**config.mk**
```make
export PLATFORM = sky130hd
export DESIGN_NAME = div_seq_ctrl_flat
export DESIGN_NICKNAME = d
export VERILOG_FILES = /design/src/rtl/div_seq_ctrl_pkg.sv /design/src/rtl/div_seq_ctrl_if.sv /design/src/rtl/div_seq_ctrl_step.sv /design/src/rtl/div_seq_ctrl.sv /design/src/flat_wrapper.sv
export SDC_FILE = /design/constraint.sdc
export NUM_CORES = 1
export LEC_CHECK = 0
export BUFFER_PORTS_ARGS = -buffer_cell sky130_fd_sc_hd__buf_2
export CAP_MARGIN = 20
export CORE_ASPECT_RATIO = 1.25
export CORE_MARGIN = 3
export CORE_UTILIZATION = 25
export DETAILED_ROUTE_END_ITERATION = 8
export PLACE_DENSITY = 0.4
export SLEW_MARGIN = 20
export SYNTH_ARGS = -nofsm -noshare
export SYNTH_HDL_FRONTEND = slang
export SYNTH_SLANG_ARGS = --single-unit
```
**constraint.sdc**
```tcl
create_clock -name clk -period 7.5 [get_ports clk]
set_clock_uncertainty 0.2 [all_clocks]
set_input_delay 0.375 -clock clk [delete_from_list [all_inputs] [get_ports clk]]
set_output_delay 0.375 -clock clk [all_outputs]
set_load 0.01 [all_outputs]
```
**src/rtl/div_seq_ctrl_pkg.sv**
```systemverilog
`default_nettype none
// ============================================================================
// Module   : div_seq_ctrl_pkg
// Purpose  : Shared widths, FSM state codes and handshake constants for the
//            EX-stage sequential divider.
// Revision : 1.0
// ============================================================================
package div_seq_ctrl_pkg;

    localparam int DIV_DATA_W = 32;
    localparam int DIV_CNT_W  = 6;

    typedef enum logic [1:0] {
        DIV_FREE    = 2'b00,
        DIV_BY_ZERO = 2'b01,
        DIV_ON      = 2'b10,
        DIV_END     = 2'b11
    } div_state_t;

    localparam logic c_DIV_START             = 1'b1;
    localparam logic c_DIV_STOP              = 1'b0;
    localparam logic c_DIV_RESULT_READY      = 1'b1;
    localparam logic c_DIV_RESULT_NOT_READY  = 1'b0;

endpackage
`default_nettype wire

```
**src/rtl/div_seq_ctrl_if.sv**
```systemverilog
`default_nettype none
// ============================================================================
// Module   : div_seq_ctrl_if
// Purpose  : EX <-> divider handshake: operands and start/annul in, result,
//            ready and stall request out.
// Revision : 1.0
// ============================================================================
interface div_seq_ctrl_if #(
    parameter int DATA_W = div_seq_ctrl_pkg::DIV_DATA_W
) ();

    logic                  start_i;
    logic                  annul_i;
    logic                  signed_i;
    logic [DATA_W-1:0]     opdata1_i;
    logic [DATA_W-1:0]     opdata2_i;
    logic [2*DATA_W-1:0]   result_o;
    logic                  ready_o;
    logic                  stallreq_o;

    modport master (
        output start_i, annul_i, signed_i, opdata1_i, opdata2_i,
        input  result_o, ready_o, stallreq_o
    );

    modport slave (
        input  start_i, annul_i, signed_i, opdata1_i, opdata2_i,
        output result_o, ready_o, stallreq_o
    );

endinterface
`default_nettype wire

```
**src/rtl/div_seq_ctrl_step.sv**
```systemverilog
`default_nettype none
// ============================================================================
// Module   : div_seq_ctrl_step
// Purpose  : One radix-2 restoring divide iteration (purely combinational).
// Revision : 1.0
// ============================================================================
module div_seq_ctrl_step #(
    parameter int DATA_W = 32
) (
    input  wire logic [2*DATA_W:0]  i_work,
    input  wire logic [DATA_W-1:0]  i_divisor,
    output logic      [2*DATA_W:0]  o_work
);

    logic [DATA_W:0] w_diff;

    // The partial remainder is always below 2*divisor, so bit DATA_W of the
    // difference is a reliable sign bit.
    assign w_diff = i_work[2*DATA_W:DATA_W] - {1'b0, i_divisor};

    assign o_work = w_diff[DATA_W]
                  ? {i_work[2*DATA_W-1:0], 1'b0}
                  : {w_diff[DATA_W-1:0], i_work[DATA_W-1:0], 1'b1};

endmodule
`default_nettype wire

```
**src/rtl/div_seq_ctrl.sv**
```systemverilog
`default_nettype none
// ============================================================================
// Module   : div_seq_ctrl
// Purpose  : Multi-cycle DIV/DIVU sequencer: restoring divide over DATA_W
//            iterations with stall request, sign fix-up and annul.
// Revision : 1.0
// ============================================================================
module div_seq_ctrl
    import div_seq_ctrl_pkg::*;
#(
    parameter int DATA_W = DIV_DATA_W,
    parameter int CNT_W  = DIV_CNT_W
) (
    input  wire logic       clk,
    input  wire logic       rst,
    div_seq_ctrl_if.slave   div_if
);

    div_state_t            r_state,   w_state_nxt;
    logic [CNT_W-1:0]      r_cnt,     w_cnt_nxt;
    logic [2*DATA_W:0]     r_work,    w_work_nxt;
    logic [2*DATA_W:0]     w_work_step;
    logic [DATA_W-1:0]     r_divisor, w_divisor_nxt;
    logic                  r_sign1,   w_sign1_nxt;
    logic                  r_sign2,   w_sign2_nxt;
    logic [2*DATA_W-1:0]   r_result,  w_result_nxt;
    logic                  r_ready,   w_ready_nxt;
    logic                  w_stall;
    logic                  w_go;
    logic                  w_neg1;
    logic                  w_neg2;
    logic [DATA_W-1:0]     w_abs1;
    logic [DATA_W-1:0]     w_abs2;
    logic [DATA_W-1:0]     w_quot;
    logic [DATA_W-1:0]     w_rem;

    function automatic logic [DATA_W-1:0] neg_w(input logic [DATA_W-1:0] x);
        return ~x + DATA_W'(1);
    endfunction

    assign w_go   = (div_if.start_i == c_DIV_START) && !div_if.annul_i;
    assign w_neg1 = div_if.signed_i && div_if.opdata1_i[DATA_W-1];
    assign w_neg2 = div_if.signed_i && div_if.opdata2_i[DATA_W-1];
    assign w_abs1 = w_neg1 ? neg_w(div_if.opdata1_i) : div_if.opdata1_i;
    assign w_abs2 = w_neg2 ? neg_w(div_if.opdata2_i) : div_if.opdata2_i;

    // Sign bits were latched already qualified by signed_i.
    assign w_quot = (r_sign1 ^ r_sign2) ? neg_w(r_work[DATA_W-1:0])
                                        : r_work[DATA_W-1:0];
    assign w_rem  = r_sign1 ? neg_w(r_work[2*DATA_W:DATA_W+1])
                            : r_work[2*DATA_W:DATA_W+1];

    div_seq_ctrl_step #(
        .DATA_W (DATA_W)
    ) u_step (
        .i_work    (r_work),
        .i_divisor (r_divisor),
        .o_work    (w_work_step)
    );

    always_comb begin
        w_state_nxt   = r_state;
        w_cnt_nxt     = r_cnt;
        w_work_nxt    = r_work;
        w_divisor_nxt = r_divisor;
        w_sign1_nxt   = r_sign1;
        w_sign2_nxt   = r_sign2;
        w_result_nxt  = r_result;
        w_ready_nxt   = r_ready;
        w_stall       = 1'b0;

        case (r_state)
            DIV_FREE: begin
                w_stall = w_go;
                if (w_go) begin
                    w_ready_nxt  = c_DIV_RESULT_NOT_READY;
                    w_result_nxt = '0;
                    if (div_if.opdata2_i == '0) begin
                        w_state_nxt = DIV_BY_ZERO;
                    end else begin
                        w_state_nxt   = DIV_ON;
                        w_cnt_nxt     = '0;
                        w_sign1_nxt   = w_neg1;
                        w_sign2_nxt   = w_neg2;
                        w_divisor_nxt = w_abs2;
                        w_work_nxt    = {{DATA_W{1'b0}}, w_abs1, 1'b0};
                    end
                end
            end
            DIV_BY_ZERO: begin
                w_stall      = 1'b1;
                w_result_nxt = '0;
                if (div_if.annul_i) begin
                    w_state_nxt = DIV_FREE;
                    w_ready_nxt = c_DIV_RESULT_NOT_READY;
                end else begin
                    w_state_nxt = DIV_END;
                    w_ready_nxt = c_DIV_RESULT_READY;
                end
            end
            DIV_ON: begin
                w_stall = 1'b1;
                // Annul wins even on the completion cycle.
                if (div_if.annul_i) begin
                    w_state_nxt  = DIV_FREE;
                    w_ready_nxt  = c_DIV_RESULT_NOT_READY;
                    w_result_nxt = '0;
                end else if (r_cnt == CNT_W'(DATA_W)) begin
                    w_state_nxt  = DIV_END;
                    w_ready_nxt  = c_DIV_RESULT_READY;
                    w_result_nxt = {w_rem, w_quot};
                end else begin
                    w_work_nxt = w_work_step;
                    w_cnt_nxt  = r_cnt + CNT_W'(1);
                end
            end
            DIV_END: begin
                if (div_if.annul_i || (div_if.start_i == c_DIV_STOP)) begin
                    w_state_nxt  = DIV_FREE;
                    w_ready_nxt  = c_DIV_RESULT_NOT_READY;
                    w_result_nxt = '0;
                end
            end
            default: begin
                w_state_nxt  = DIV_FREE;
                w_ready_nxt  = c_DIV_RESULT_NOT_READY;
                w_result_nxt = '0;
            end
        endcase
    end

    always_ff @(posedge clk or negedge rst) begin
        if (!rst) begin
            r_state   <= DIV_FREE;
            r_cnt     <= '0;
            r_work    <= '0;
            r_divisor <= '0;
            r_sign1   <= 1'b0;
            r_sign2   <= 1'b0;
            r_result  <= '0;
            r_ready   <= c_DIV_RESULT_NOT_READY;
        end else begin
            r_state   <= w_state_nxt;
            r_cnt     <= w_cnt_nxt;
            r_work    <= w_work_nxt;
            r_divisor <= w_divisor_nxt;
            r_sign1   <= w_sign1_nxt;
            r_sign2   <= w_sign2_nxt;
            r_result  <= w_result_nxt;
            r_ready   <= w_ready_nxt;
        end
    end

    assign div_if.result_o   = r_result;
    assign div_if.ready_o    = r_ready;
    assign div_if.stallreq_o = w_stall;

endmodule
`default_nettype wire
```
**src/flat_wrapper.sv**
```systemverilog
// flat-port wrapper written by rule: the top's interface ports become plain ports
module div_seq_ctrl_flat import div_seq_ctrl_pkg::*;
#(
    parameter int DATA_W = DIV_DATA_W,
    parameter int CNT_W  = DIV_CNT_W
)
  (clk, rst, div_if_start_i, div_if_annul_i, div_if_signed_i, div_if_opdata1_i, div_if_opdata2_i, div_if_result_o, div_if_ready_o, div_if_stallreq_o);
  div_seq_ctrl_if #(.DATA_W(DATA_W)) div_if_i ();
  input  wire logic clk;
  input  wire logic rst;
  input wire logic [$bits(div_if_i.start_i)-1:0] div_if_start_i;
  input wire logic [$bits(div_if_i.annul_i)-1:0] div_if_annul_i;
  input wire logic [$bits(div_if_i.signed_i)-1:0] div_if_signed_i;
  input wire logic [$bits(div_if_i.opdata1_i)-1:0] div_if_opdata1_i;
  input wire logic [$bits(div_if_i.opdata2_i)-1:0] div_if_opdata2_i;
  output wire logic [$bits(div_if_i.result_o)-1:0] div_if_result_o;
  output wire logic [$bits(div_if_i.ready_o)-1:0] div_if_ready_o;
  output wire logic [$bits(div_if_i.stallreq_o)-1:0] div_if_stallreq_o;
  assign div_if_i.start_i = div_if_start_i;
  assign div_if_i.annul_i = div_if_annul_i;
  assign div_if_i.signed_i = div_if_signed_i;
  assign div_if_i.opdata1_i = div_if_opdata1_i;
  assign div_if_i.opdata2_i = div_if_opdata2_i;
  assign div_if_result_o = div_if_i.result_o;
  assign div_if_ready_o = div_if_i.ready_o;
  assign div_if_stallreq_o = div_if_i.stallreq_o;
  div_seq_ctrl #(.DATA_W(DATA_W), .CNT_W(CNT_W)) u_core (.clk(clk), .rst(rst), .div_if(div_if_i));
endmodule
```
# [Yosys cells after proc, flatten, opt, wreduce, memory -nomap -nowiden]
# Index checks and enable logic that the tools add are counted.
[classes] add_sub_neg=6 eq_ne=10 n_mux=34 bitwise_logic=7 reduce_logical=12
[op_table] op="65-bit 2-to-1 mux" n=5
[op_table] op="64-bit 2-to-1 mux" n=4
[op_table] op="64-bit case mux with 4 select lines" n=1
[op_table] op="65-bit case mux with 2 select lines" n=1
[op_table] op="32-bit by 1-bit adder with 32-bit output, second input constant" n=4
[op_table] op="32-bit 2-to-1 mux" n=4
[op_table] op="32-bit inverter" n=4
[op_table] op="33-bit by 32-bit subtractor with 33-bit output" n=1
[op_table] op="32-bit zero test" n=1
[op_table] op="6-bit 2-to-1 mux" n=4
[op_table] op="2-bit 2-to-1 mux" n=6
[op_table] op="6-bit case mux with 2 select lines" n=1
[op_table] op="2-bit case mux with 4 select lines" n=1
[op_table] op="6-bit by 1-bit adder with 6-bit output, second input constant" n=1
[op_table] op="6-bit == test, second input constant" n=1
[op_table] op="2-bit != test, second input constant" n=3
[op_table] op="3-bit AND reduction" n=2
[op_table] op="1-bit 2-to-1 mux" n=5
[op_table] op="5-bit AND reduction" n=1
[op_table] op="2-bit == test, second input constant" n=2
[op_table] op="2-bit by 1-bit != test with 1-bit output, second input constant" n=2
[op_table] op="1-bit case mux with 4 select lines" n=1
[op_table] op="1-bit logical AND" n=3
[op_table] op="3-bit by 2-bit != test with 1-bit output, second input constant" n=1
[op_table] op="9 further kinds" n=10
[totals] regBits=172 inputBits=69 output_inout_bits=66 elab_cells=77

# [Logic depth before layout (Yosys ltp)]
[depth] word_depth=6 mapped_depth=13

# [Modules after synthesis]
# From an unflattened synthesis, not the netlist that was laid out.
[unflattened] cells_unflattened=1416 area_unflattened_um2=12131.6
[modules_own_cells] mod="div_seq_ctrl" instances=1 cells_per_inst=1079 area_per_inst_um2=9532.9 seq_area_each_um2=4304.1
[modules_own_cells] mod="div_seq_ctrl_step" instances=1 cells_per_inst=337 area_per_inst_um2=2598.7 seq_area_each_um2=0.0

# [Worst setup path before layout]
# Ideal clock, no wire load.
[synth_path] path_kind="flip-flop to flip-flop" from="register u_core.r_work[39]" to="register u_core.r_work[64]" arrival_ns=2.892 path_slack_ns=4.274 stages_incl_launch_ff=11 n_path_buf=1 path_cell_list="dfrtp_1 -> ha_1 -> o21ai_0 -> a2111oi_0 -> o21ai_0 -> a31oi_1 -> a21o_1 -> mux2i_1 -> buf_2 -> mux2i_1 -> o211ai_1"
[synth_via] elab_chain_cells=5
[synth_rtl] element="from (decl)" line_no="div_seq_ctrl.sv:21" rtl="logic [2*DATA_W:0] r_work, w_work_nxt;"
[synth_rtl] element="from (signal assigned)" line_no="div_seq_ctrl.sv:145" rtl="r_work <= w_work_nxt;"
[synth_rtl] element="33-bit by 32-bit subtractor with 33-bit output" line_no="div_seq_ctrl_step.sv:19" rtl="assign w_diff = i_work[2*DATA_W:DATA_W] - {1'b0, i_divisor};"
[synth_rtl] element="65-bit 2-to-1 mux" line_no="div_seq_ctrl_step.sv:22" rtl="? {i_work[2*DATA_W-1:0], 1'b0}"
[synth_rtl] element="65-bit 2-to-1 mux" line_no="div_seq_ctrl.sv:108" rtl="end else if (r_cnt == CNT_W'(DATA_W)) begin"
[synth_rtl] element="65-bit 2-to-1 mux" line_no="div_seq_ctrl.sv:104" rtl="if (div_if.annul_i) begin"
[synth_rtl] element="65-bit case mux with 2 select lines" line_no="div_seq_ctrl.sv:72" rtl="case (r_state)"
# Every way passes these cells. The select of a mux whose other input is x is not followed.
# A chain may end at the register's enable or synchronous reset.

# [Worst setup path after layout]
[layout_path] from="register u_core.r_work[39]" to="register u_core.r_work[62]"
# Same word-level chain as after synthesis.

==> impl_metrics.csv <==
group,metric,value,unit
floorplan,pin_count,135,
pwr,power.switching,3.15,mW
hold_path,hp-class,"in2reg",
route,drtPass1Iterations,5,
global_routing,grt_max_degree,104,
sta,rsz0062_at_grt,"false",
clock_network,cts_hold_buffers,3,
clock_network,clock_sinks,172,
worst_setup_path,rr_endpoint,"u_core.r_work[62]$_DFFE_PN0P_",
yosys,synthTopCellsByArea,"dfrtp_1, o21ai_0, nand2_1, xor2_1, ha_1",
route,drtIter0Drc,443,
clock_network,cts-root-buf,"clkbuf_16",
route,wl_met3,950,um
yosys,synth_seq_cells,172,
yosys,yosysWarnings,0,
route,detail_route.vias_per_cell,4.66,
clock_network,cts_tree,"built",
yosys,avgSynthCellArea,8.26,sq um
yosys,ys_types,68,
floorplan,die_h,243,um
sta,relSlewSlack,37.6,%
worst_setup_path,critical_path_required,7600,ps
global_routing,gr-total-overflow,0,
sta,max_freq,0.249,GHz
pwr,power,6.58,mW
outcome,status,"completed",
placement,dpl-instance-area,0.0125,sq mm
sta,hold_ws,41.2,ps
placement,gp_congestion,0.801,
route,dr_total_vias,9556,
yosys,synth_fp_nets,1475,
hold_path,hold_depth,3,
global_routing,track_usage,14.2,%
worst_setup_path,rr_worst_depth,10,
placement,portBuffers,134,
final_layout,design_area,0.0132,sq mm
final_layout,layout-drive-gt1-share,13.8,%
clock_network,insertion_delay,450,ps
route,drcViolationCount,0,
floorplan,coreArea,0.0443,sq mm
sta,post-route-min-period,4020,ps
pwr,switching_share,47.9,%
floorplan,dieArea,0.0477,sq mm
clock_network,post_cts_buffers,0,
yosys,syn_area,0.0113,sq mm
worst_setup_path,end_kind,"flop",
sta,fin_crit_sh,53.6,%
global_routing,grt_pass1_wl,54200,um
floorplan,start_util,25.4,%
global_routing,antenna_found_initial,0,
yosys,synth_top_area_share,38.2,%
placement,dp_hpwl,24700,um
pwr,internal_power,3.43,mW
worst_setup_path,crit_arrival,4120,ps
hold_path,hold_path_end,"u_core.r_divisor[29]$_DFFE_PN0P_",
final_layout,final_core_util,29.7,%
final_layout,area_growth,16.8,%
yosys,ys_seq_area_share,38.2,%
yosys,synth-main-ff-cell,"dfrtp_1",
pwr,pwr-share-clk,15.0,%
pwr,combPwrFrac,58.6,%
yosys,ys_async_sr_fraction,100,%
worst_setup_path,timing.rr.start,"u_core.r_work[39]$_DFFE_PN0P_",
route,route.met2.wl,16100,um
route,wl_per_cell,16.3,um
worst_setup_path,rrSetupSlack,3480,ps
yosys,synth_edf_count,0,
sta,setup_viol,0,
pwr,max-vdd-ir-drop,0.195,mV
placement,place_inst,2013,
clock_network,cts_buffers,17,
sta,tns,0,ps
sta,final-max-slew-violation-count,0,
final_layout,final_nets,1575,
run,maxCapViolCount,0,
sta,hold_viol,0,
global_routing,grt_pass1_vias,9563,
pwr,powerDensity,501,mW/mm^2
clock_network,clock_path_buffers,2,
placement,dpl_worst_slack,3220,ps
worst_setup_path,cp-startpoint,"u_core.r_work[39]$_DFFE_PN0P_",
final_layout,stdcell_count,2049,
worst_setup_path,critPathKind,"reg2reg",
sta,worstMarginPinSlew,935,ps
clock_network,cts.reportedPaths.clkPinSlew,70,ps
route,dr.max_layer_used,"met4",
floorplan,die_x,196,um
clock_network,cts_resized,0,
route,drt-total-wl,33500,um
pwr,p_leak,6.09,nW
yosys,yosysTopAreaCell,"dfrtp_1",
worst_setup_path,worstPathMaxFanout,34,
floorplan,fp-row-count,86,
hold_path,timing.hold.worst.start,"div_if_opdata2_i[29]",
route,final_antenna_net_count,0,
sta,worst_slack,3480,ps
yosys,syn-instance-count,1363,
pwr,p_seq_share,26.3,%
worst_setup_path,startpoint_type,"flop",
route,wl_met1,16000,um
clock_network,htree_num_levels,4,
==> state kept, by name, summed over array words and instances, names as in the netlist <==
name / flops
u_core.r_work: 65
u_core.div_if.result_o: 64
u_core.r_divisor: 32
u_core.r_cnt: 6
u_core.r_state: 2
u_core.div_if.ready_o: 1
u_core.r_sign1: 1
u_core.r_sign2: 1
==> layer usage <==
layer	up-vias	GRT usage [%]
li1	4923	-
met1	4462	19.1
met2	146	24.0
met3	25	2.12
met4	0	3.38
met5	-	0
==> synth_stat cells (7+ instances only) <==
cell,n
a21o_1,14
a21oi_1,101
a31oi_1,12
a32oi_1,7
and2_1,7
buf_2,10
clkbuf_1,48
dfrtp_1,172
ha_1,42
inv_1,58
mux2i_1,26
nand2_1,230
nand2b_1,8
nand3_1,13
nand4_1,7
nor2_1,86
nor3_1,28
nor4_1,9
o21ai_0,206
o31ai_1,27
or2_2,8
or3_1,17
xnor2_1,58
xor2_1,90
==> final cells by class <==
type | count | area [sq um]
diodes | 1 | 2.50
clock buffers | 23 | 488
clock inverters | 9 | 158
fillers | 4811 | 31200
inverters | 59 | 221
multi-input cells | 1066 | 6480
flip-flops and latches | 172 | 4300
well taps | 572 | 716
repair buffers | 147 | 785
==> power by group through the flow <==
stage	sequential (mW)	clock, mW	combinational, mW
floorplan	1.68	0	2.83
global placement	1.75	0	3.92
detailed placement	1.76	0	3.94
CTS	1.74	1.03	3.95
global route	1.80	1.06	4.39
finish	1.73	0.989	3.86
==> cells by family (layout without fill, tap and decap cells) <==
family | after synthesis | after routing | share of synthesized area [%]
XOR/XNOR | 148 | 148 | 11.5
AO/OA/AOI/OAI | 405 | 405 | 20.7
buffers and inverters | 125 | 238 | 4.59
AND/OR/NAND/NOR | 443 | 443 | 17.7
flip-flops | 172 | 172 | 38.2
multiplexers | 27 | 27 | 2.41
other | 0 | 1 | 0
adder cells (fa/ha/maj) | 43 | 43 | 4.84
==> worst max-delay path, stage by stage (launching register included) <==
cell and delay (ps):
dfrtp_1 510, ha_1 450, o21ai_0 150, a2111oi_0 380, o21ai_0 250, a31oi_1 400, a21o_1 240, mux2i_4 220
buf_4 470, nand2b_1 420, o21ai_0 160
==> worst max-delay path by stage <==
stage	to	depth (start not counted)
4_1_cts	u_core.r_work[51]$_DFFE_PN0P_	10
3_3_place_gp	u_core.r_work[62]$_DFFE_PN0P_	11
5_1_grt	u_core.r_work[54]$_DFFE_PN0P_	10
2_1_floorplan	u_core.r_work[64]$_DFFE_PN0P_	10
6_report	u_core.r_work[62]$_DFFE_PN0P_	10
3_5_place_dp	u_core.r_work[62]$_DFFE_PN0P_	11
==> layout by cell type, fill, tap and decap left out, drive strengths merged, types with 3 or more instances in the layout <==
cell	Yosys	layout
o21bai	3	3
dfrtp	172	172
a31oi	12	12
nor4	11	11
xor2	90	90
nand2b	9	9
buf	16	143
o31ai	28	28
ha	42	42
nor3	28	28
or3	20	20
mux2i	26	26
o21ai	207	207
nand2	230	230
bufinv	0	4
o41ai	6	6
nand4	7	7
clkbuf	49	24
and3	5	5
a21o	14	14
and2	7	7
nor2	86	86
nand3	13	13
a21oi	101	101
clkinv	1	3
o2111ai	3	3
or4	8	8
xnor2	58	58
dlygate4sd3	0	3
a32oi	7	7
nor2b	4	4
a211o	3	3
inv	58	59
or2	8	8
(Power assumes the default switching activity.)
